<file path="src/rtl/fft_pkg.sv">
// Shared definitions for the serialising stage behind the radix-4 butterfly:
// component width, buffer geometry and occupancy state encoding.
package fft_pkg;

    localparam int BIT_DEF = 17;
    localparam int N_SLOT  = 2;
    localparam int N_PT    = 4;

    typedef enum logic [1:0] {
        EMPTY = 2'd0,
        HALF  = 2'd1,
        FULL  = 2'd2
    } occ_e;

endpackage

</file>
<file path="src/rtl/fft_ser_slot.sv">
// One buffer slot: four complex points captured together on load,
// read back one point at a time through a 2-bit select.
module fft_ser_slot
    import fft_pkg::*;
#(
    parameter int BIT = BIT_DEF
) (
    input  logic                  iCLK,
    input  logic                  iRESET,
    input  logic                  load,
    input  logic signed [BIT-1:0] ld_re [N_PT],
    input  logic signed [BIT-1:0] ld_im [N_PT],
    input  logic [1:0]            sel,
    output logic signed [BIT-1:0] rd_re,
    output logic signed [BIT-1:0] rd_im
);

    logic signed [BIT-1:0] re_q [N_PT];
    logic signed [BIT-1:0] im_q [N_PT];

    always_ff @(posedge iCLK or negedge iRESET) begin
        if (!iRESET) begin
            for (int i = 0; i < N_PT; i++) begin
                re_q[i] <= '0;
                im_q[i] <= '0;
            end
        end else if (load) begin
            for (int i = 0; i < N_PT; i++) begin
                re_q[i] <= ld_re[i];
                im_q[i] <= ld_im[i];
            end
        end
    end

    assign rd_re = re_q[sel];
    assign rd_im = im_q[sel];

endmodule

</file>
<file path="src/rtl/fft_but_ser.sv">
// Ping-pong buffer that turns one 4-point butterfly result per load into a
// valid/ready stream of single complex samples, tagged with index and last.
module fft_but_ser
    import fft_pkg::*;
#(
    parameter int BIT = BIT_DEF
) (
    input  logic                  iCLK,
    input  logic                  iRESET,
    input  logic                  iLOAD,
    input  logic signed [BIT-1:0] iY0_RE,
    input  logic signed [BIT-1:0] iY0_IM,
    input  logic signed [BIT-1:0] iY1_RE,
    input  logic signed [BIT-1:0] iY1_IM,
    input  logic signed [BIT-1:0] iY2_RE,
    input  logic signed [BIT-1:0] iY2_IM,
    input  logic signed [BIT-1:0] iY3_RE,
    input  logic signed [BIT-1:0] iY3_IM,
    output logic                  oREADY,
    output logic                  oVALID,
    input  logic                  iREADY,
    output logic signed [BIT-1:0] oRE,
    output logic signed [BIT-1:0] oIM,
    output logic [1:0]            oIDX,
    output logic                  oLAST,
    output logic                  oOVF,
    output logic [1:0]            oSTATE
);

    // Handshake: a sample moves downstream on every rising edge where oVALID
    // and iREADY are both high; oVALID never depends on iREADY, and the
    // presented sample stays unchanged until it has moved.

    occ_e                  state_q, state_d;
    logic                  wp_q, rp_q;
    logic [1:0]            cnt_q;
    logic                  ovf_q;
    logic                  accept, xfer, last_xfer;
    logic signed [BIT-1:0] y_re [N_PT];
    logic signed [BIT-1:0] y_im [N_PT];
    logic signed [BIT-1:0] slot_re [N_SLOT];
    logic signed [BIT-1:0] slot_im [N_SLOT];

    assign y_re[0] = iY0_RE;
    assign y_re[1] = iY1_RE;
    assign y_re[2] = iY2_RE;
    assign y_re[3] = iY3_RE;
    assign y_im[0] = iY0_IM;
    assign y_im[1] = iY1_IM;
    assign y_im[2] = iY2_IM;
    assign y_im[3] = iY3_IM;

    assign oREADY    = (state_q != FULL);
    assign oVALID    = (state_q != EMPTY);
    assign accept    = iLOAD && oREADY;
    assign xfer      = oVALID && iREADY;
    assign last_xfer = xfer && (cnt_q == 2'd3);

    for (genvar g = 0; g < N_SLOT; g++) begin : g_slot
        fft_ser_slot #(.BIT(BIT)) u_slot (
            .iCLK   (iCLK),
            .iRESET (iRESET),
            .load   (accept && (wp_q == 1'(g))),
            .ld_re  (y_re),
            .ld_im  (y_im),
            .sel    (cnt_q),
            .rd_re  (slot_re[g]),
            .rd_im  (slot_im[g])
        );
    end

    // A load that coincides with the final sample of a group keeps occupancy.
    always_comb begin
        state_d = state_q;
        unique case (state_q)
            EMPTY: if (accept) state_d = HALF;
            HALF: begin
                if (accept && !last_xfer)      state_d = FULL;
                else if (!accept && last_xfer) state_d = EMPTY;
            end
            FULL:    if (last_xfer) state_d = HALF;
            default: state_d = EMPTY;
        endcase
    end

    always_ff @(posedge iCLK or negedge iRESET) begin
        if (!iRESET) begin
            state_q <= EMPTY;
            wp_q    <= 1'b0;
            rp_q    <= 1'b0;
            cnt_q   <= 2'd0;
            ovf_q   <= 1'b0;
        end else begin
            state_q <= state_d;
            wp_q    <= wp_q ^ accept;
            rp_q    <= rp_q ^ last_xfer;
            if (xfer)              cnt_q <= cnt_q + 2'd1;
            if (iLOAD && !oREADY)  ovf_q <= 1'b1;
        end
    end

    assign oRE    = slot_re[rp_q];
    assign oIM    = slot_im[rp_q];
    assign oIDX   = cnt_q;
    assign oLAST  = oVALID && (cnt_q == 2'd3);
    assign oOVF   = ovf_q;
    assign oSTATE = state_q;

endmodule

</file>
<file path="config.mk">
export PLATFORM = sky130hd
export DESIGN_NAME = fft_but_ser
export DESIGN_NICKNAME = d
export VERILOG_FILES = /design/src/rtl/fft_pkg.sv /design/src/rtl/fft_ser_slot.sv /design/src/rtl/fft_but_ser.sv
export SDC_FILE = /design/constraint.sdc
export NUM_CORES = 1
export LEC_CHECK = 0
export ABC_CLOCK_PERIOD_IN_PS = 2400
export BUFFER_PORTS_ARGS = -buffer_cell sky130_fd_sc_hd__buf_4
export CAP_MARGIN = 25
export CELL_PAD_IN_SITES_DETAIL_PLACEMENT = 1
export CELL_PAD_IN_SITES_GLOBAL_PLACEMENT = 1
export CORE_ASPECT_RATIO = 1.75
export CORE_MARGIN = 2
export CORE_UTILIZATION = 45
export DETAILED_ROUTE_END_ITERATION = 6
export PLACE_DENSITY = 0.72
export SYNTH_ARGS = -nofsm -noshare
export SYNTH_HDL_FRONTEND = slang
export SYNTH_HIERARCHICAL = 1
export SYNTH_SLANG_ARGS = --single-unit
</file>
<file path="constraint.sdc">
create_clock -name iCLK -period 2.4 [get_ports iCLK]
set_input_delay 0.24 -clock iCLK [delete_from_list [all_inputs] [get_ports iCLK]]
set_output_delay 0.24 -clock iCLK [all_outputs]
set_load 0.01 [all_outputs]
</file>
==> results of run 1 <==
==> critical path, stage by stage (launching register included) <==
cell and delay [ps]:
dfrtp_4 440, buf_6 160, buf_16 150, mux4_2 540, mux2_4 300, buf_6 120
==> routing by layer <==
| metal | up-vias | wire [µm] | track usage |
|---|---|---|---|
| met5 | - | 0 | 0 |
| met4 | 0 | 711 | 0.0614 |
| met3 | 44 | 1370 | 0.0311 |
| met2 | 173 | 18900 | 0.429 |
| met1 | 4134 | 13000 | 0.270 |
| li1 | 3381 | - | - |
==> metrics by stage <==
stage / total power (µW) / hold WS (ps) / cell area (µm²) / cells
finish: 25000 / 253 / 17100 / 1457
global route: 26300 / 263 / 17100 / 1456
floorplan: 15900 / -55.6 / 12700 / 726
global placement: 18500 / 206 / 14400 / 1250
detailed placement: 19300 / 224 / 14400 / 1250
CTS: 24500 / 243 / 16900 / 1448
==> report_power, final <==
part / switching (µW) / internal (µW)
Sequential: 1470 / 7160
Combinational: 4440 / 7500
Clock: 1870 / 2550
Total: 7780 / 17200
==> kinds of logic after synthesis <==
logic type,after synthesis
AOI/OAI and AO/OA,5
xor gates and xnor gates,2
adders and majority gates,4
buffers and inverters,53
DFF,279
muxes,376
and+or+nand+nor,7
==> final cells by class <==
cell class / instances / area (µm²)
Fill cell: 2495 / 10800
Sequential cell: 279 / 6990
Multi-Input combinational cell: 394 / 5290
Timing Repair Buffer: 354 / 3380
Clock buffer: 40 / 807
Tap cell: 373 / 467
Clock inverter: 12 / 116
Inverter: 3 / 11.3
Antenna cell: 2 / 5.00
==> sequential cells by signal, summed over array words and instances, names as in the netlist <==
name / count
oSTATE: 2
oIDX: 2
g_slot.u_slot/re_q: 136
rp_q: 1
wp_q: 1
oOVF: 1
g_slot.u_slot/im_q: 136
==> worst min path at each step <==
stage | startpoint | endpoint | slack, ps
final | iRESET | g_slot[0].u_slot/re_q[1] | 250
after global routing | iRESET | g_slot[0].u_slot/re_q[35] | 260
after CTS | iRESET | g_slot[0].u_slot/re_q[42] | 240
after detailed placement | iRESET | g_slot[1].u_slot/re_q[57] | 220
after global placement | iRESET | g_slot[0].u_slot/re_q[57] | 210
after floorplan | iRESET | g_slot[0].u_slot/im_q[0] | -60
==> cell usage in the layout (no fill, tap or decap), types with 3 or more instances in the layout <==
cell type / synthesis / routed
and2_1: 3 / 3
mux2_4: 29 / 31
mux2_2: 277 / 275
mux4_2: 60 / 68
clkbuf_16: 0 / 33
dlygate4sd3_1: 0 / 139
buf_16: 0 / 3
buf_6: 16 / 31
inv_1: 3 / 3
dfrtp_1: 279 / 276
buf_12: 6 / 10
clkinv_2: 0 / 8
clkbuf_1: 2 / 7
clkbuf_8: 0 / 4
buf_4: 0 / 166
==> timing repair <==
action                                  4_1_cts  5_1_grt
buffers inserted                              7        3
gates resized for setup                      30       21
hold buffers                                139        0
gates cloned                                  0        5
hold endpoints to repair                    327        0
endpoints found under the setup margin       33       34
==> flow_metrics.env, run 1 <==
export IMPL_io_buffers=181
export IMPL_yosysTopAreaCell="dfrtp_1"
export IMPL_wirelength_um=34000
export IMPL_tns_ps=-2130
export IMPL_synth_simple_gate_area_share=0.00364
export IMPL_grt_first_pass_wirelength_um=52000
export IMPL_synth_cells=726
export IMPL_dp_worst_setup_slack_ps=303
export IMPL_final_core_util=0.612
export IMPL_ant_nets=0
export IMPL_synth_top_area_share=0.549
export IMPL_rrSetupSlack_ps=230
export IMPL_relSlewSlack=0.666
export IMPL_status="finished, violations left"
export IMPL_chipWidth_um=131
export IMPL_cp_end_kind="primary output"
export IMPL_drcViolationCount=0
export IMPL_grt_overflow_total=0
export IMPL_synth_enable_flop_cells=0
export IMPL_dieArea_um2=29700
export IMPL_cts_tree="done"
export IMPL_synth_seq_area_share=0.549
export IMPL_clk_latency_ps=540
export IMPL_syn_nets=870
export IMPL_coreArea_um2=27900
export IMPL_worst_r2r_startpoint="oSTATE[0]"
export IMPL_synth_common_cells="dfrtp_1, mux2_2, mux4_2"
export IMPL_drive_gt1_frac=0.591
export IMPL_critPathKind="flip-flop to primary output"
export IMPL_fmax_mhz=398
export IMPL_fin_crit_ps=2510
export IMPL_peakVddDrop_mv=0.916
export IMPL_clock_sinks=279
export IMPL_cp_startpoint="oIDX[0]"
export IMPL_cp_arrival_ps=2270
export IMPL_p_leak_uw=0.00729
export IMPL_first_pass_iters=4
export IMPL_clockBufferDepth=3
export IMPL_area_growth_pct=34.2
export IMPL_synth_xor_area_frac=0.00138
export IMPL_setup_ws_ps=-112
export IMPL_synthFlopType="dfrtp_1"
export IMPL_clk_pin_slew_ps=60
export IMPL_initial_core_util=0.456
export IMPL_rsz0062_at_grt="true"
export IMPL_maxCapViolations=0
export IMPL_grt_pass1_vias=9282
export IMPL_routedWlPerCell_um=23.3
export IMPL_ios=182
export IMPL_ys_warn_count=6
export IMPL_viasPerCell=5.31
export IMPL_layout_nets=1204
export IMPL_postSynth_asyncResetShare=1.00
export IMPL_gp_congestion=0.754
export IMPL_yosys_top_cells_area="dfrtp_1, mux2_2, mux4_2"
export IMPL_r2r_end="g_slot[0].u_slot/im_q[53]"
export IMPL_rows=81
export IMPL_synthAdderAreaFrac=0.00394
export IMPL_cp_required_ps=2160
export IMPL_slew_viol_final=0
export IMPL_cts_buffers=28
export IMPL_ys_ff_latch=279
export IMPL_reg2reg_depth=5
export IMPL_dieHeight_um=226
export IMPL_finalCritPeriodShare=1.05
export IMPL_p_per_area_nw_per_um2=1460
export IMPL_netlist_area_um2=12700
export IMPL_worstMarginPinSlew_ps=501
export IMPL_crit_path_end="oRE[13]"
export IMPL_dr_total_vias=7732
export IMPL_synth_top_family_by_area="multiplexers"
export IMPL_post_synth_cell_area_avg_um2=17.5
export IMPL_clock_skew_ps=7.53
export IMPL_synth_distinct_cells=24
export IMPL_cp_max_fo=6
export IMPL_setup_viol=34
export IMPL_hp_class="input pin to asynchronous set/reset pin"
export IMPL_drt_iter0_markers=286
export IMPL_root_buffer="clkbuf_16"
export IMPL_antenna_found_initial=1
export IMPL_hold_viol=0
export IMPL_violations="negative setup slack"
export IMPL_hpwl_um=20400
export IMPL_post_synth_top_count_cell="dfrtp_1"
export IMPL_synth_area_mux_share=0.404
export IMPL_grt_start_max_net_pins=79
export IMPL_cts_max_level=1
export IMPL_grtUsageTotal=0.229
export IMPL_start_kind="flip-flop"
export IMPL_synth_compound_area_frac=0.00246
Power figures use the tool's default switching activity.
==> run 2: changes to the inputs <==
Settings changed: SETUP_SLACK_MARGIN set to 0.3.
==> run 2 against run 1 <==
The run still ends with negative setup slack left. Critical endpoint unchanged. Largest cell class unchanged. Critical path depth down 1. Clock power about the same. Global-route usage up 0.050 points. Largest power group unchanged. Worst hold slack worse by 4.5 ps. Sequential share of layout area up 0.095 points. First-iteration DRC count down 35%. Routed wire length down 1.1%. Count of clock-buffer cells in the layout unchanged.
==> flow_metrics.env, run 2 (synthesis gave the netlist of run 1 again) <==
export IMPL_status="finished, violations left"
export IMPL_violations="negative setup slack"
export IMPL_cts_tree="done"
export IMPL_reg_top3="g_slot.u_slot/im_q (136), g_slot.u_slot/re_q (136)"
export IMPL_setup_viol=34
export IMPL_hp_class="input pin to asynchronous set/reset pin"
export IMPL_rows=81
export IMPL_coreArea_um2=27900
export IMPL_initial_core_util=0.456
export IMPL_met3WireLength_um=1360
export IMPL_tns_ps=-2290
export IMPL_p_leak_uw=0.00726
export IMPL_slew_viol_final=0
export IMPL_cp_max_fo=21
export IMPL_gp_congestion=0.754
export IMPL_area_growth_pct=34.0
export IMPL_multi_input_area_um2=5310
export IMPL_grtUsageTotal=0.229
export IMPL_clockBufferDepth=3
export IMPL_stdcell_count=1455
export IMPL_io_buffers=181
export IMPL_fmax_mhz=395
export IMPL_hold_viol=0
export IMPL_ios=182
export IMPL_first_pass_iters=4
export IMPL_final_core_util=0.611
export IMPL_met2_length_um=18700
export IMPL_root_buffer="clkbuf_16"
export IMPL_p_total_uw=24700
export IMPL_dieArea_um2=29700
export IMPL_drcViolationCount=0
export IMPL_seq_area_um2=6990
export IMPL_grt_overflow_total=0
export IMPL_routedWlPerCell_um=23.1
export IMPL_ant_nets=0
export IMPL_start_kind="flip-flop"
export IMPL_dieHeight_um=226
export IMPL_chipWidth_um=131
export IMPL_relSlewSlack=0.667
export IMPL_grt_first_pass_wirelength_um=52100
export IMPL_viasPerCell=5.32
export IMPL_grt_pass1_vias=9281
export IMPL_hpwl_um=20400
export IMPL_layout_commonest_cell="mux2_2"
export IMPL_fillers=2501
export IMPL_mostFrequentLayoutCells="mux2_2, dfrtp_1, buf_4, dlygate4sd3_1, mux4_2"
export IMPL_dr_total_vias=7734
export IMPL_critPathKind="flip-flop to primary output"
export IMPL_cts_max_level=1
export IMPL_clock_skew_ps=10.0
export IMPL_routed_top_layer="met4"
export IMPL_drive_gt1_frac=0.589
export IMPL_peakVddDrop_mv=0.914
export IMPL_fin_crit_ps=2530
export IMPL_place_inst=1250
export IMPL_antenna_found_initial=1
export IMPL_clk_pin_slew_ps=60
export IMPL_p_per_area_nw_per_um2=1450
export IMPL_cp_required_ps=2160
export IMPL_cp_end_kind="primary output"
export IMPL_cp_arrival_ps=2290
export IMPL_rsz0062_at_grt="true"
export IMPL_drt_iter0_markers=185
export IMPL_wirelength_um=33600
export IMPL_grt_start_max_net_pins=79
export IMPL_met1_length_um=12800
export IMPL_worstMarginPinSlew_ps=499
export IMPL_setup_ws_ps=-135
export IMPL_layout_nets=1202
export IMPL_cts_buffers=28
export IMPL_finalCritPeriodShare=1.06
export IMPL_clock_sinks=279
export IMPL_clk_latency_ps=540
export IMPL_maxCapViolations=0
[run 2: cell count changes in the layout (fill, tap and decap cells not counted), moves of 3 or more]
cell	delta
clkbuf_16	-3
buf_4	+5
mux4_1	+4
buf_6	-5
mux4_2	-4
[run 2: metrics by stage]
stage | worst slack, ps | instance area, µm² | hold slack [ps]
finish | -135 | 17000 | 248
global route | -207 | 17000 | 261
CTS | -133 | 16900 | 243
detailed placement | 303 | 14400 | 224
global placement | 382 | 14400 | 206
floorplan | 482 | 12700 | -55.6
[run 2: path summary, 6_finish.rpt]
path,to,cells past startpoint,slack [ps],from
setup / recovery,oRE[13],4,-130,oIDX[0]
setup reg to reg,oSTATE[1],8,390,oIDX[1]
min in group iCLK,g_slot[0].u_slot/im_q[45],3,480,iY1_IM[11]
hold / removal,g_slot[0].u_slot/re_q[1],2,250,iRESET
hold reg to reg,oOVF,1,490,oOVF
max in group asynchronous,g_slot[0].u_slot/re_q[28],3,1350,iRESET
[run 2: worst max-delay path, stage by stage (launching register included)]
cell and delay, ps:
dfrtp_4 520, buf_16 230, mux4_2 570, mux2_4 300, buf_6 120
[run 2: area by class of cell]
class | count | area share
Sequential cell | 279 | 0.411
Multi-Input combinational cell | 394 | 0.312
Timing Repair Buffer | 352 | 0.195
Clock buffer | 40 | 0.0474
Tap cell | 373 | 0.0274
Clock inverter | 12 | 0.00683
Inverter | 3 | 0.000661
Antenna cell | 2 | 0.000294
[run 2: what timing repair did]
item,CTS,global route
pin swaps,0,1
hold buffers,139,0
gates cloned,1,2
setup buffers,7,2
resized for setup,33,13
endpoints found under the hold margin,327,0
setup endpoints to repair,41,140
[run 2: power by group]
| part | switching [µW] | total [µW] | internal (µW) |
|---|---|---|---|
| Combinational | 4330 | 11600 | 7300 |
| Clock | 1860 | 4420 | 2550 |
| Sequential | 1470 | 8630 | 7160 |
[run 2: per-layer routing]
layer,GRT usage,up-vias
li1,-,3377
met1,0.273,4131
met4,0.0631,0
met3,0.0307,44
met5,0,-
met2,0.426,182
==> run 3: changes to the inputs <==
Settings changed: SKIP_LAST_GASP set to 1.
==> run 3 against run 2 <==
The run still ends with negative setup slack left. Design area down 0.22%. Clock power about the same. Critical path depth unchanged. Count of clock-buffer cells in the layout unchanged. Combinational power about the same. Register-to-register slack worse by 30 ps. Final cell count up 0.14%. Worst hold slack worse by 0.79 ps. Total power down 0.79%. Via count down 0.28%. Worst setup slack better by 14 ps. Sequential cell count unchanged. Largest cell class unchanged. Highest routed layer unchanged.
==> flow_metrics.env, run 3 (synthesis gave the netlist of run 1 again) <==
export IMPL_reg_top3="g_slot.u_slot/im_q (136), g_slot.u_slot/re_q (136)"
export IMPL_slew_viol_final=0
export IMPL_grt_start_max_net_pins=79
export IMPL_hold_viol=0
export IMPL_clk_latency_ps=540
export IMPL_crit_chain="buf_12, mux4_1, mux2_4, buf_4"
export IMPL_fin_crit_ps=2520
export IMPL_routedWlPerCell_um=22.9
export IMPL_chipWidth_um=131
export IMPL_status="finished, violations left"
export IMPL_cp_max_fo=17
export IMPL_dr_total_vias=7712
export IMPL_violations="negative setup slack"
export IMPL_layout_commonest_cell="mux2_2"
export IMPL_dieHeight_um=226
export IMPL_clock_skew_ps=8.14
export IMPL_fmax_mhz=397
export IMPL_drcViolationCount=0
export IMPL_p_total_uw=24500
export IMPL_rrSetupSlack_ps=360
export IMPL_gp_congestion=0.754
export IMPL_setup_viol=34
export IMPL_slowest_stage="mux4_1"
export IMPL_viasPerCell=5.29
export IMPL_coreArea_um2=27900
export IMPL_cts_buffers=28
export IMPL_rsz0062_at_grt="true"
export IMPL_mostFrequentLayoutCells="mux2_2, dfrtp_1, buf_4, dlygate4sd3_1, mux4_2"
export IMPL_initial_core_util=0.456
export IMPL_antenna_found_initial=3
export IMPL_fillers=2507
export IMPL_worstMarginPinSlew_ps=497
export IMPL_start_kind="flip-flop"
export IMPL_drt_iter0_markers=245
export IMPL_critPathKind="flip-flop to primary output"
export IMPL_cp_required_ps=2160
export IMPL_relSlewSlack=0.669
export IMPL_hp_class="input pin to asynchronous set/reset pin"
export IMPL_grt_pass1_vias=9297
export IMPL_drive_gt1_frac=0.592
export IMPL_dieArea_um2=29700
export IMPL_cpPeakStageDelay_ps=600
export IMPL_wirelength_um=33400
export IMPL_root_buffer="clkbuf_16"
export IMPL_cp_end_kind="primary output"
export IMPL_area_growth_pct=33.7
export IMPL_grtUsageTotal=0.229
export IMPL_first_pass_iters=4
export IMPL_p_leak_uw=0.00725
export IMPL_cp_arrival_ps=2280
export IMPL_maxCapViolations=0
export IMPL_grt_overflow_total=0
export IMPL_hold_ws_ps=247
export IMPL_io_buffers=181
export IMPL_clk_pin_slew_ps=60
export IMPL_cts_max_level=1
export IMPL_p_per_area_nw_per_um2=1440
export IMPL_finalCritPeriodShare=1.05
export IMPL_clockBufferDepth=3
export IMPL_grt_first_pass_wirelength_um=52000
export IMPL_ios=182
export IMPL_layout_nets=1203
export IMPL_hpwl_um=20400
export IMPL_clock_sinks=279
export IMPL_rows=81
export IMPL_ant_nets=0
export IMPL_peakVddDrop_mv=0.974
export IMPL_setup_ws_ps=-120
export IMPL_cts_tree="done"
## run 3: area by class of cell
class | count | area, µm² | share of cell area
Timing Repair Buffer | 353 | 3290 | 0.193
Antenna cell | 3 | 7.51 | 0.000442
Tap cell | 373 | 467 | 0.0275
Clock inverter | 12 | 116 | 0.00685
Multi-Input combinational cell | 394 | 5310 | 0.312
Inverter | 3 | 11.3 | 0.000663
Clock buffer | 40 | 807 | 0.0475
Sequential cell | 279 | 6990 | 0.411
## run 3: power breakdown
part / internal (µW) / switching (µW)
clock: 2550 / 1870
sequential: 7160 / 1480
combinational: 7190 / 4230
total: 16900 / 7570
## run 3: critical path: cells and delay by family, from the launching register on
family   cells  cell delay, ps
mux          2             870
flops        1             500
buf+inv      2             350
## run 3: metrics by stage
step	cell area, µm²	setup TNS (ps)	std cells	util	setup WS, ps
floorplan	12700	0	726	-	482
global placement	14400	0	1250	0.517	382
detailed placement	14400	0	1250	0.517	303
CTS	16900	-3520	1449	0.605	-149
global route	17000	-5380	1457	0.610	-204
finish	17000	-2650	1457	0.610	-120
## run 3: routing by layer
layer / GRT usage / part of all wire
met2: 0.422 / 0.56
met1: 0.273 / 0.38
met5: 0 / 0
met3: 0.0314 / 0.037
met4: 0.0669 / 0.024
## run 3: final timing paths
kind | from | end | depth (start not counted)
max | oIDX[0] | oIM[15] | 4
min | iRESET | g_slot[1].u_slot/re_q[57] | 2
max reg2reg | oSTATE[0] | g_slot[1].u_slot/im_q[41] | 5
min reg2reg | oOVF | oOVF | 1
max in group asynchronous | iRESET | g_slot[0].u_slot/re_q[45] | 3
min in group iCLK | iY1_IM[11] | g_slot[0].u_slot/im_q[45] | 3
## run 3: timing repair
item | 4_1_cts | 5_1_grt
hold endpoints to repair | 327 | 0
pin swaps | 0 | 1
resized for setup | 8 | 27
setup endpoints to repair | 41 | 305
gates cloned | 1 | 1
setup buffers | 7 | 4
hold buffers | 139 | 0
